==> src/rtl/booth_mul_param_if.sv <==
// Operand/result bundle for booth_mul_param: start/done handshake, two operands, signedness, product.
interface booth_mul_param_if #(
    parameter int WIDTH = 8
);
    logic                 start;
    logic [WIDTH-1:0]     multiplicand;
    logic [WIDTH-1:0]     multiplier;
    logic                 is_signed;
    logic                 busy;
    logic                 done;
    logic [2*WIDTH-1:0]   product;

    modport master (
        output start, multiplicand, multiplier, is_signed,
        input  busy, done, product
    );

    modport slave (
        input  start, multiplicand, multiplier, is_signed,
        output busy, done, product
    );
endinterface

==> src/rtl/booth_mul_param.sv <==
// Sequential Booth multiplier, signed/unsigned at run time; radix-4 recoding when BOOTH_RADIX4_EN is defined.
// Latency ITER clocks from accepted start (WIDTH+1 radix-2, WIDTH/2+1 radix-4); product registered on DONE entry.
// Backpressure: start is ignored while busy; done holds the product until the next accepted start.
module booth_mul_param #(
    parameter int WIDTH = 8,
    parameter int CNT_W = $clog2(WIDTH+2)
) (
    input  logic              clk,
    input  logic              clr_n,
    booth_mul_param_if.slave  bus
);

`ifdef BOOTH_RADIX4_EN
    localparam int AW   = WIDTH + 2;
    localparam int QW   = WIDTH + 2;
    localparam int ITER = WIDTH/2 + 1;
`else
    localparam int AW   = WIDTH + 1;
    localparam int QW   = WIDTH + 1;
    localparam int ITER = WIDTH + 1;
`endif

    localparam logic [1:0] S_IDLE = 2'd0;
    localparam logic [1:0] S_RUN  = 2'd1;
    localparam logic [1:0] S_DONE = 2'd2;

    logic [1:0]           r_state;
    logic [AW-1:0]        r_a;
    logic [AW-1:0]        r_m;
    logic [QW-1:0]        r_q;
    logic                 r_qm1;
    logic [CNT_W-1:0]     r_cnt;
    logic                 r_busy;
    logic                 r_done;
    logic [2*WIDTH-1:0]   r_product;

    logic [AW-1:0]        w_m_ext;
    logic [QW-1:0]        w_q_ext;
    logic [AW-1:0]        w_addend;
    logic [AW-1:0]        w_sum;
    logic [AW-1:0]        w_a_nx;
    logic [QW-1:0]        w_q_nx;
    logic                 w_qm1_nx;

    always_comb begin
        w_m_ext = bus.is_signed ? {{(AW-WIDTH){bus.multiplicand[WIDTH-1]}}, bus.multiplicand}
                                : {{(AW-WIDTH){1'b0}}, bus.multiplicand};
        w_q_ext = bus.is_signed ? {{(QW-WIDTH){bus.multiplier[WIDTH-1]}}, bus.multiplier}
                                : {{(QW-WIDTH){1'b0}}, bus.multiplier};
    end

`ifdef BOOTH_RADIX4_EN
    // Modified Booth digit from {Q1,Q0,Q_-1}; A is wide enough that +-2M never wraps.
    always_comb begin
        w_addend = '0;
        case ({r_q[1:0], r_qm1})
            3'b001, 3'b010: w_addend = r_m;
            3'b011:         w_addend = {r_m[AW-2:0], 1'b0};
            3'b100:         w_addend = '0 - {r_m[AW-2:0], 1'b0};
            3'b101, 3'b110: w_addend = '0 - r_m;
            default:        w_addend = '0;
        endcase
        w_sum    = r_a + w_addend;
        w_a_nx   = {{2{w_sum[AW-1]}}, w_sum[AW-1:2]};
        w_q_nx   = {w_sum[1:0], r_q[QW-1:2]};
        w_qm1_nx = r_q[1];
    end
`else
    always_comb begin
        w_addend = '0;
        case ({r_q[0], r_qm1})
            2'b10:   w_addend = '0 - r_m;
            2'b01:   w_addend = r_m;
            default: w_addend = '0;
        endcase
        w_sum    = r_a + w_addend;
        w_a_nx   = {w_sum[AW-1], w_sum[AW-1:1]};
        w_q_nx   = {w_sum[0], r_q[QW-1:1]};
        w_qm1_nx = r_q[0];
    end
`endif

    always_ff @(posedge clk or negedge clr_n) begin
        if (!clr_n) begin
            r_state   <= S_IDLE;
            r_a       <= '0;
            r_m       <= '0;
            r_q       <= '0;
            r_qm1     <= 1'b0;
            r_cnt     <= '0;
            r_busy    <= 1'b0;
            r_done    <= 1'b0;
            r_product <= '0;
        end else begin
            case (r_state)
                S_IDLE, S_DONE: begin
                    if (bus.start) begin
                        r_state <= S_RUN;
                        r_m     <= w_m_ext;
                        r_q     <= w_q_ext;
                        r_a     <= '0;
                        r_qm1   <= 1'b0;
                        r_cnt   <= CNT_W'(ITER);
                        r_busy  <= 1'b1;
                        r_done  <= 1'b0;
                    end
                end
                S_RUN: begin
                    r_a   <= w_a_nx;
                    r_q   <= w_q_nx;
                    r_qm1 <= w_qm1_nx;
                    r_cnt <= r_cnt - 1'b1;
                    // Last iteration: the shifted {A,Q} already holds the full product.
                    if (r_cnt == CNT_W'(1)) begin
                        r_state   <= S_DONE;
                        r_busy    <= 1'b0;
                        r_done    <= 1'b1;
                        r_product <= {w_a_nx[2*WIDTH-QW-1:0], w_q_nx};
                    end
                end
                default: r_state <= S_IDLE;
            endcase
        end
    end

    assign bus.busy    = r_busy;
    assign bus.done    = r_done;
    assign bus.product = r_product;

endmodule

==> src/flat_wrapper.sv <==
// flat-port wrapper written by rule: the top's interface ports become plain ports
module booth_mul_param_flat 
#(
    parameter int WIDTH = 8,
    parameter int CNT_W = $clog2(WIDTH+2)
)
  (clk, clr_n, bus_start, bus_multiplicand, bus_multiplier, bus_is_signed, bus_busy, bus_done, bus_product);
  booth_mul_param_if #(.WIDTH(WIDTH)) bus_i ();
  input  logic clk;
  input  logic clr_n;
  input wire logic [$bits(bus_i.start)-1:0] bus_start;
  input wire logic [$bits(bus_i.multiplicand)-1:0] bus_multiplicand;
  input wire logic [$bits(bus_i.multiplier)-1:0] bus_multiplier;
  input wire logic [$bits(bus_i.is_signed)-1:0] bus_is_signed;
  output wire logic [$bits(bus_i.busy)-1:0] bus_busy;
  output wire logic [$bits(bus_i.done)-1:0] bus_done;
  output wire logic [$bits(bus_i.product)-1:0] bus_product;
  assign bus_i.start = bus_start;
  assign bus_i.multiplicand = bus_multiplicand;
  assign bus_i.multiplier = bus_multiplier;
  assign bus_i.is_signed = bus_is_signed;
  assign bus_busy = bus_i.busy;
  assign bus_done = bus_i.done;
  assign bus_product = bus_i.product;
  booth_mul_param #(.WIDTH(WIDTH), .CNT_W(CNT_W)) u_core (.clk(clk), .clr_n(clr_n), .bus(bus_i));
endmodule
==> config.mk <==
export PLATFORM = sky130hd
export DESIGN_NAME = booth_mul_param_flat
export DESIGN_NICKNAME = d
export VERILOG_FILES = /design/src/rtl/booth_mul_param_if.sv /design/src/rtl/booth_mul_param.sv /design/src/flat_wrapper.sv
export SDC_FILE = /design/constraint.sdc
export NUM_CORES = 1
export LEC_CHECK = 0
export CAP_MARGIN = 40
export CORE_ASPECT_RATIO = 1.75
export CORE_MARGIN = 3
export CORE_UTILIZATION = 40
export CTS_BUF_LIST = sky130_fd_sc_hd__clkbuf_16
export CTS_CLUSTER_SIZE = 8
export DETAILED_ROUTE_END_ITERATION = 7
export SYNTH_ARGS = -nofsm -noshare
export SYNTH_HDL_FRONTEND = slang
export SYNTH_SLANG_ARGS = --single-unit
==> constraint.sdc <==
create_clock -name clk -period 8.2 [get_ports clk]
set_clock_uncertainty 0.05 [all_clocks]
set_input_delay 1.23 -clock clk [delete_from_list [all_inputs] [get_ports clk]]
set_output_delay 1.23 -clock clk [all_outputs]
set_load 0.01 [all_outputs]
After elaboration in Yosys (flattened, before gate mapping):

Cells that the tools add are included.

* word-level logic and storage cells: 46
* bits of input ports: 20
* bits in registers: 52

* equality and inequality tests: 7
* muxes and demuxes: 19
* reduce and logical (&&, ||, !) cells: 8
* add/sub/neg operators: 3

Operators with widths (number)
* 9-bit case mux with 2 select lines: 3
* 9-bit two-way mux: 4
* 9-bit adder: 1
* 1-bit by 9-bit subtractor with 9-bit output (first input constant): 1
* 4-bit case mux with 2 select lines: 1
* 2-bit AND reduction: 4
* 1-bit case mux with 2 select lines: 3
* 2-bit by 1-bit equality test with 1-bit output (second input constant): 2
* 2-bit equality test (second input constant): 2
* 4-bit by 1-bit equality test with 1-bit output (second input constant): 1
* 1-bit two-way mux: 4
* 2-bit two-way mux: 2
* 4-bit two-way mux: 1
* 2-bit case mux with 2 select lines: 1
* 4-bit by 1-bit subtractor with 4-bit output (second input constant): 1
* 3-bit AND reduction: 1
* 2-bit logical NOT: 1
* 2-bit by 1-bit inequality test with 1-bit output (second input constant): 1
* 2-bit inequality test (second input constant): 1
* 2-bit nonzero test: 1
* 2-bit OR reduction: 1

Longest topological paths before layout:

Gate-level depths: netlist of the first run.

* word-level depth: 4
* depth in mapped cells: 14
* gate-level depth less buffers: 14

Worst setup path before layout of the first run:

OpenSTA, ideal clock, no wires.

* kind: flip-flop to flip-flop
* from: reg u_core.r_qm1
* to: reg u_core.r_a[7]
* slack: 5263 ps
* stages on the path, launching flop included: 14
* data arrival time: 2769 ps
* data required time: 8032 ps
* buffers on the path: 1
* setup time: 118 ps
* cells stage by stage: dfrtp_1 inv_1 ha_1 dlygate4sd1_1 a211oi_1 ha_1 inv_1 fa_1 nand2b_1 a21o_1 a32oi_1 xor2_1 a21o_1 a21o_1

* word-level cells in the longest chain between the ends: 4

RTL lines
* start, declared: RTL line booth_mul_param.sv:31 `logic r_qm1;`
* start signal, assigned: RTL line booth_mul_param.sv:111 `r_qm1 <= w_qm1_nx;`
* 2-bit by 1-bit equality test with 1-bit output / 2-bit equality test (equally long branches): RTL line booth_mul_param.sv:71 `case ({r_q[0], r_qm1})`
* 9-bit case mux with 2 select lines *: RTL line booth_mul_param.sv:71
* 9-bit adder *: RTL line booth_mul_param.sv:76 `w_sum = r_a + w_addend;`
* 9-bit case mux with 2 select lines *: RTL line booth_mul_param.sv:95 `case (r_state)`
* end signal, assigned: RTL line booth_mul_param.sv:109 `r_a <= w_a_nx;`
* end, declared: RTL line booth_mul_param.sv:28 `logic [AW-1:0] r_a;`

Every way passes the cells marked *; elsewhere a longest branch is shown, timed or not.
A chain may end at the register's enable or synchronous reset.

Final worst setup path of the first run:

Ends and elaborated chain as after synthesis.

==> impl_metrics.env, run 1 <==
export IMPL_status="complete, no violations"
export IMPL_synth_nets=294
export IMPL_startpoint_type="flip-flop"
export IMPL_grt_pass1_wl_um=10200
export IMPL_die_y_um=113
export IMPL_portBuffers=37
export IMPL_hp_class="flip-flop to flip-flop"
export IMPL_drt_total_wl_um=5660
export IMPL_htreeDepth=2
export IMPL_synthArstFlopShare_pct=100
export IMPL_hpwl_um=4020
export IMPL_period_share_pct=37.8
export IMPL_slowest_stage="dfrtp_1"
export IMPL_max_stage_delay_ns=0.40
export IMPL_worstSetupPathType="flip-flop to flip-flop"
export IMPL_synth_ff_type="dfrtp_1"
export IMPL_cts_tree="built"
export IMPL_wl_per_cell_um=15.0
export IMPL_vias=1957
export IMPL_cts_resized_gates=0
export IMPL_postCtsHoldBufs=0
export IMPL_yosysTopAreaCellShare_pct=48.9
export IMPL_yosysMostFrequentCell="nand2_1"
export IMPL_cap_violations=0
export IMPL_arrival_ns=3.23
export IMPL_regArea_um2=1280
export IMPL_worstSkewPairLatency_ns=0.29
export IMPL_synth_area_um2=2610
export IMPL_synth_seq_area_share_pct=48.9
export IMPL_crit_path_max_fanout=8
export IMPL_drc_errors=0
export IMPL_end_kind="flip-flop"
export IMPL_rows=38
export IMPL_ys_seq_elements=51
export IMPL_post_cts_setup_buffers=0
export IMPL_ys_types=39
export IMPL_start_util_pct=41.6
export IMPL_fp_dieW_um=67.1
export IMPL_r2r_start="u_core.r_qm1"
export IMPL_fmaxAchievable_ghz=0.323
export IMPL_setup_viol=0
export IMPL_multiInputGateArea_um2=1230
export IMPL_setup_tns_ns=0
export IMPL_worstPathCellList="inv_1 > ha_1 > inv_1 > a211oi_1 > ha_1 > inv_1 > fa_1 > nand2b_1 > a21o_1 > a32oi_1 > xor2_1 > a21o_1 > a21o_1"
export IMPL_dieArea_um2=7570
export IMPL_yosys_top_cells_count="nand2_1, dfrtp_1, mux2_1"
export IMPL_area_growth_pct=24.9
export IMPL_drt_iter0_markers=86
export IMPL_track_usage_pct=17.2
export IMPL_cts_made_buffers=5
export IMPL_ys_warn_count=0
export IMPL_cts_root_buf="clkbuf_16"
export IMPL_io_pins=38
export IMPL_clk_pin_slew_ns=0.07
export IMPL_p_leak_nw=1.51
export IMPL_yosysTopAreaCell="dfrtp_1"
export IMPL_hp_start="u_core.bus.busy"
export IMPL_peakVddDrop_v=0.000188
export IMPL_power_density_nw_per_um2=411
export IMPL_synth_edf_count=0
export IMPL_grt_max_degree=52
export IMPL_nets=330
export IMPL_startpoint="u_core.r_qm1"
export IMPL_diodes=0
export IMPL_hold_viol_final=0
export IMPL_syn_inst=260
export IMPL_tightest_slew_ns=0.820
export IMPL_slew_headroom_pct=45.3
export IMPL_detail_route_first_pass_iterations=4
export IMPL_cts_sinks=51
export IMPL_cts_buffer_depth=2
export IMPL_min_period_ns=3.10
export IMPL_layout_drive_gt1_share_pct=5.39
export IMPL_first_global_vias=2148
export IMPL_ant_nets=0
export IMPL_slew_viol_final=0
export IMPL_required_ns=8.33
export IMPL_rsz0062_at_grt="false"
export IMPL_holdWs_ns=0.427
export IMPL_core_area_um2=6280
export IMPL_vias_per_cell=5.19
export IMPL_synth_area_top_cells="dfrtp_1, nand2_1, mux2_1"
export IMPL_grt_ovfl_total=0
export IMPL_antenna_found_initial=0
export IMPL_gp_congestion=0.827
export IMPL_synth_area_per_cell_um2=10.0
export IMPL_n_fill_cell=607
-- critical path: cells and delay by family, from the launching register on --
| kind | cells | cell delay, ns |
|---|---|---|
| AO/OA/AOI/OAI | 5 | 1.05 |
| XOR/XNOR | 1 | 0.12 |
| adder cells (fa/ha/maj) | 3 | 0.88 |
| buffers and inverters | 3 | 0.30 |
| flip-flops | 1 | 0.40 |
| AND/OR/NAND/NOR | 1 | 0.20 |
-- where the power goes --
part | total (mW) | internal (mW) | switching (mW)
combinational | 0.614 | 0.290 | 0.325
clock | 0.268 | 0.175 | 0.0929
sequential | 0.459 | 0.368 | 0.0911
-- metrics by stage --
step           total power [mW]  setup WS [ns]  util, %  cells  cell area [µm²]
2_1_floorplan             0.874           5.26        -    260             2610
3_3_place_gp               1.07           5.27     48.4    368             3040
3_5_place_dp               1.08           5.16     48.9    369             3070
4_1_cts                    1.36           5.11     51.9    377             3260
5_1_grt                    1.45           4.87     51.9    377             3260
6_report                   1.34           5.10     51.9    377             3260
-- cell type report --
| cell class | count | area share (%) |
|---|---|---|
| Sequential cell | 51 | 39.2 |
| Timing Repair Buffer | 41 | 12.7 |
| Clock buffer | 5 | 3.84 |
| Multi-Input combinational cell | 184 | 37.6 |
| Clock inverter | 3 | 2.07 |
| Inverter | 13 | 1.50 |
| Tap cell | 80 | 3.07 |
-- registers in the layout (all words and copies together), names as in the netlist --
signal and count:
u_core.r_m 9, u_core.r_qm1 1, u_core.r_a 8, u_core.r_q 9, u_core.bus.product 16, u_core.bus.busy 1, u_core.r_cnt 4, u_core.r_state 2
u_core.bus.done 1
-- final timing paths --
check / to / cells past startpoint / slack, ns
setup / recovery: u_core.r_a[7] / 13 / 5.10
hold / removal: u_core.bus.busy / 2 / 0.43
setup reg to reg: u_core.r_a[7] / 13 / 5.10
hold reg to reg: u_core.bus.busy / 2 / 0.43
max in group asynchronous: u_core.bus.product[10] / 2 / 6.65
min in group asynchronous: u_core.r_m[6] / 2 / 0.98
-- placed cells by master (no fill, tap or decap), types with 5 or more instances in the layout --
cell type	netlist	routed
o21ai_1	8	8
xor2_1	5	5
ha_1	13	13
nand2_1	56	56
a22oi_1	10	10
inv_1	13	13
nor2_1	10	10
mux2_1	15	15
a21oi_1	9	9
a22o_1	6	6
dfrtp_1	51	51
clkbuf_16	0	5
nand2b_1	6	6
nor3_1	6	6
clkdlybuf4s50_1	0	36
-- per-layer routing --
metal | share of wire [%] | up-vias | global-route usage [%]
met5 | 0 | - | 0
met4 | 2.1 | 0 | 6.23
met3 | 2.1 | 8 | 2.68
met2 | 56 | 25 | 30.7
met1 | 40 | 955 | 20.2
li1 | - | 969 | -
-- cells by family (layout without fill, tap and decap cells) --
kind of cell               Yosys count  after routing  share of synthesized area [%]
muxes                               15             15                           6.47
and+or+nand+nor                     93             93                           16.3
xor gates and xnor gates             9              9                           3.02
buffers and inverters               25             62                           4.12
adders and majority gates           14             14                           7.00
AOI/OAI and AO/OA                   53             53                           14.1
DFF                                 51             51                           48.9
Note: power is estimated with default switching activity, not from simulation.
==> run 2: changes to the inputs <==
clock period = 3.05 ns   (was 8.2 ns; I/O delays follow)
==> run 2 against run 1 <==
Compared with the run above: global-route usage is 0.66 points lower; largest power group unchanged; cell count up 1.1%; utilization about the same; sequential cell count unchanged; sequential power grew to 2.7 times the previous value; die area unchanged; non-clock buffer count is 4 higher; fmax rose by 8.3%; largest cell class unchanged.
==> impl_metrics.env, run 2 (same netlist as run 1, synthesis figures left out) <==
export IMPL_vias=2023
export IMPL_drt_total_wl_um=5790
export IMPL_reg2reg_depth=13
export IMPL_postCtsHoldBufs=0
export IMPL_status="complete, no violations"
export IMPL_fin_total_pwr_mw=3.60
export IMPL_rows=38
export IMPL_arrival_ns=2.99
export IMPL_cp_top_family="compound AO/OA/AOI/OAI gates"
export IMPL_detail_route_first_pass_iterations=4
export IMPL_area_growth_pct=25.0
export IMPL_start_util_pct=41.6
export IMPL_tightest_slew_ns=0.794
export IMPL_power_density_nw_per_um2=1100
export IMPL_hold_viol_final=0
export IMPL_antenna_found_initial=0
export IMPL_reg2reg_slack_ns=0.19
export IMPL_slew_viol_final=0
export IMPL_layout_drive_gt1_share_pct=6.98
export IMPL_startpoint_type="flip-flop"
export IMPL_final_common_cell="nand2_1"
export IMPL_n_fill_cell=595
export IMPL_r2r_end="u_core.r_a[7]"
export IMPL_end_kind="flip-flop"
export IMPL_r2r_start="u_core.r_q[0]"
export IMPL_crit_path_max_fanout=6
export IMPL_startpoint="u_core.r_q[0]"
export IMPL_hpwl_um=4240
export IMPL_min_period_ns=2.86
export IMPL_grt_ovfl_total=0
export IMPL_die_y_um=113
export IMPL_max_stage_delay_ns=0.39
export IMPL_largest_register_ffs=16
export IMPL_htreeDepth=2
export IMPL_cts_resized_gates=0
export IMPL_post_cts_setup_buffers=0
export IMPL_diodes=0
export IMPL_gp_congestion=0.817
export IMPL_period_share_pct=93.8
export IMPL_wl_per_cell_um=15.2
export IMPL_peakVddDrop_v=0.000581
export IMPL_final_cell_mix="nand2_1, dfrtp_1, clkdlybuf4s50_1, mux2_1"
export IMPL_placed_cell_area_um2=3080
export IMPL_cts_root_buf="clkbuf_16"
export IMPL_fp_dieW_um=67.1
export IMPL_holdWs_ns=0.120
export IMPL_grt_pass1_wl_um=9560
export IMPL_worstPathCellList="inv_1 > ha_1 > inv_1 > a211oi_2 > ha_1 > inv_1 > fa_1 > nand2b_1 > a21o_1 > a32oi_1 > xor2_1 > a21o_1 > a21o_1"
export IMPL_cts_tree="built"
export IMPL_fmaxAchievable_ghz=0.349
export IMPL_p_leak_nw=1.52
export IMPL_setup_tns_ns=0
export IMPL_cap_violations=0
export IMPL_hp_class="input pin to asynchronous set/reset pin"
export IMPL_worstSetupPathType="flip-flop to flip-flop"
export IMPL_nets=334
export IMPL_portBuffers=37
export IMPL_vias_per_cell=5.31
export IMPL_track_usage_pct=16.6
export IMPL_slew_headroom_pct=47.0
export IMPL_clk_pin_slew_ns=0.07
export IMPL_core_area_um2=6280
export IMPL_stdcell_area_um2=3260
export IMPL_crit_buf_inv=3
export IMPL_dieArea_um2=7570
export IMPL_required_ns=3.18
export IMPL_rsz0062_at_grt="false"
export IMPL_worstSkewPairLatency_ns=0.29
export IMPL_drc_errors=0
export IMPL_slowest_stage="fa_1"
export IMPL_setup_viol=0
export IMPL_drt_iter0_markers=82
export IMPL_io_pins=38
export IMPL_cts_made_buffers=5
export IMPL_cts_sinks=51
export IMPL_first_global_vias=2056
export IMPL_cts_buffer_depth=2
export IMPL_grt_max_degree=27
export IMPL_ant_nets=0
==> run 2: cell types whose count changed in the layout (fill, tap and decap cells not counted) <==
cell        change
bufinv_16       -1
buf_8           +1
inv_6           +1
buf_16          -1
a211oi_1        -1
clkinv_4        +1
a211oi_2        +1
buf_4           +4
clkinvlp_4      -1
==> run 2: where the power goes <==
| group | total [mW] | internal [mW] | switching, mW |
|---|---|---|---|
| combinational | 1.71 | 0.810 | 0.904 |
| sequential | 1.23 | 0.988 | 0.246 |
| clock | 0.649 | 0.392 | 0.257 |
| total | 3.60 | 2.19 | 1.41 |
==> run 2: worst max-delay path by stage <==
| stage | to | cells past startpoint |
|---|---|---|
| after floorplan | u_core.r_a[7] | 13 |
| after global placement | u_core.r_a[7] | 13 |
| after detailed placement | u_core.r_a[7] | 13 |
| after CTS | u_core.r_a[7] | 13 |
| after global routing | u_core.r_a[7] | 13 |
| final | u_core.r_a[7] | 13 |
==> run 2: routing by layer <==
metal  global-route usage [%]  vias up  part of all wire (%)
met2                     30.0       33                    56
met4                     6.23        0                   2.6
met1                     18.8     1002                    40
met5                        0        -                     0
li1                         -      977                     -
met3                     2.48       11                   2.2
==> run 2: layout make-up <==
cell class                      instances  area, µm²  area share [%]
Multi-Input combinational cell        184       1230            37.7
Inverter                               13       48.8            1.50
Clock buffer                            5        125            3.84
Sequential cell                        51       1280            39.1
Clock inverter                          3       47.5            1.46
Timing Repair Buffer                   45        433            13.3
Tap cell                               80        100            3.07
==> run 2: metrics by stage <==
| stage | instances | setup WS [ns] | utilization [%] |
|---|---|---|---|
| 3_3_place_gp | 372 | 0.212 | 48.9 |
| 6_report | 381 | 0.188 | 52.0 |
| 2_1_floorplan | 260 | 0.113 | - |
| 3_5_place_dp | 373 | 0.117 | 49.1 |
| 4_1_cts | 381 | 0.0905 | 51.9 |
| 5_1_grt | 381 | 0.0180 | 52.0 |
==> run 3: changes to the inputs <==
PLACE_DENSITY_LB_ADDON = 0.08   (was unset)
==> run 3 against run 2 <==
Compared with the run above: register-to-register slack improved by 0.06 ns; via count decreased by 1.5%; count of clock-buffer cells in the layout unchanged; non-clock buffer count increased by 1; die area unchanged; critical endpoint unchanged; largest cell class unchanged; largest power group unchanged.
==> impl_metrics.env, run 3 (same netlist as run 1, synthesis figures left out) <==
export IMPL_status="complete, no violations"
export IMPL_required_ns=3.18
export IMPL_slew_headroom_pct=68.5
export IMPL_antenna_found_initial=0
export IMPL_drc_errors=0
export IMPL_fmaxAchievable_ghz=0.356
export IMPL_start_util_pct=41.6
export IMPL_vias_per_cell=5.22
export IMPL_core_area_um2=6280
export IMPL_wl_per_cell_um=15.6
export IMPL_final_cell_mix="nand2_1, dfrtp_1, clkdlybuf4s50_1, mux2_1, inv_1"
export IMPL_worstPathCellList="inv_1 > ha_1 > inv_1 > buf_4 > or3_1 > a21oi_2 > ha_4 > o211ai_1 > a21o_1 > a32oi_2 > xor2_1 > a21o_1 > a21o_1"
export IMPL_end_kind="flip-flop"
export IMPL_track_usage_pct=17.9
export IMPL_cts_root_buf="clkbuf_16"
export IMPL_setup_viol=0
export IMPL_io_pins=38
export IMPL_grt_ovfl_total=0
export IMPL_drt_total_wl_um=5960
export IMPL_portBuffers=37
export IMPL_min_period_ns=2.81
export IMPL_cts_tree="built"
export IMPL_crit_buf_inv=3
export IMPL_cts_buffer_depth=2
export IMPL_slowest_stage="dfrtp_1"
export IMPL_cp_top_family="compound AO/OA/AOI/OAI gates"
export IMPL_cap_violations=0
export IMPL_fp_dieW_um=67.1
export IMPL_postLayoutCoreUtil_pct=53.1
export IMPL_p_leak_nw=1.54
export IMPL_cts_sinks=51
export IMPL_worstSetupPathType="flip-flop to flip-flop"
export IMPL_power_density_nw_per_um2=1120
export IMPL_largest_register_ffs=16
export IMPL_htreeDepth=2
export IMPL_n_fill_cell=607
export IMPL_clk_pin_slew_ns=0.07
export IMPL_dieArea_um2=7570
export IMPL_rsz0062_at_grt="false"
export IMPL_slew_viol_final=0
export IMPL_period_share_pct=92.0
export IMPL_worst_slack_ns=0.244
export IMPL_dp_slack_ns=0.147
export IMPL_tightest_slew_ns=0.472
export IMPL_setup_tns_ns=0
export IMPL_startpoint_type="flip-flop"
export IMPL_detail_route_first_pass_iterations=4
export IMPL_diodes=0
export IMPL_nets=335
export IMPL_gp_congestion=0.860
export IMPL_arrival_ns=2.94
export IMPL_layout_drive_gt1_share_pct=8.94
export IMPL_final_common_cell="nand2_1"
export IMPL_hpwl_um=4440
export IMPL_ant_nets=0
export IMPL_hold_viol_final=0
export IMPL_worstSkewPairLatency_ns=0.29
export IMPL_rows=38
export IMPL_vias=1993
export IMPL_drt_iter0_markers=77
export IMPL_cp_common_cell="a21o_1"
export IMPL_crit_path_max_fanout=6
export IMPL_grt_pass1_wl_um=10100
export IMPL_peakVddDrop_v=0.000509
export IMPL_first_global_vias=2143
export IMPL_max_stage_delay_ns=0.40
export IMPL_die_y_um=113
export IMPL_cts_made_buffers=5
export IMPL_grt_max_degree=37
export IMPL_hp_class="input pin to asynchronous set/reset pin"
export IMPL_area_growth_pct=27.8
run 3: power breakdown:
part / switching [mW] / internal [mW]
clock: 0.248 / 0.467
combinational: 0.905 / 0.856
sequential: 0.256 / 0.989
total: 1.41 / 2.31
run 3: repair_timing:
item | in CTS | in global routing
setup endpoints to repair | 0 | 1
hold endpoints to repair | 0 | 0
hold buffers | 0 | 0
gates resized for setup | 0 | 7
setup buffers | 0 | 0
run 3: path summary, 6_finish.rpt:
check,from,end,slack (ns),cells past startpoint
max,u_core.r_qm1,u_core.r_a[7],0.24,13
min reg2reg,u_core.bus.done,u_core.bus.done,0.43,2
min,clr_n,u_core.r_m[6],0.02,1
min in group clk,u_core.bus.done,u_core.bus.done,0.43,2
max in group asynchronous,clr_n,u_core.bus.product[12],2.11,2
max reg2reg,u_core.r_qm1,u_core.r_a[7],0.24,13
run 3: through the flow:
stage	cells	hold slack [ns]	area [µm²]	total power [mW]
final	382	0.0219	3330	3.72
after global routing	382	0.0334	3330	4.05
after CTS	382	0.0235	3300	3.73
after detailed placement	374	0.345	3110	3.00
after global placement	372	0.346	3070	2.94
after floorplan	260	0.112	2610	2.35
run 3: final cells by class:
cell class | instances | area, µm² | area share [%]
repair buffers | 46 | 460 | 13.8
inverters | 13 | 48.8 | 1.46
well taps | 80 | 100 | 3.00
clock buffers | 5 | 125 | 3.75
clock inverters | 3 | 63.8 | 1.91
multi-input cells | 184 | 1260 | 37.8
flip-flops and latches | 51 | 1280 | 38.3
run 3: layer usage:
layer / vias up / wire length, µm / global-route usage (%) / share of wire, %
li1: 977 / - / - / -
met1: 966 / 2340 / 19.3 / 39
met2: 34 / 3280 / 31.8 / 55
met3: 16 / 162 / 4.17 / 2.7
met4: 0 / 185 / 8.54 / 3.1
met5: - / 0 / 0 / 0
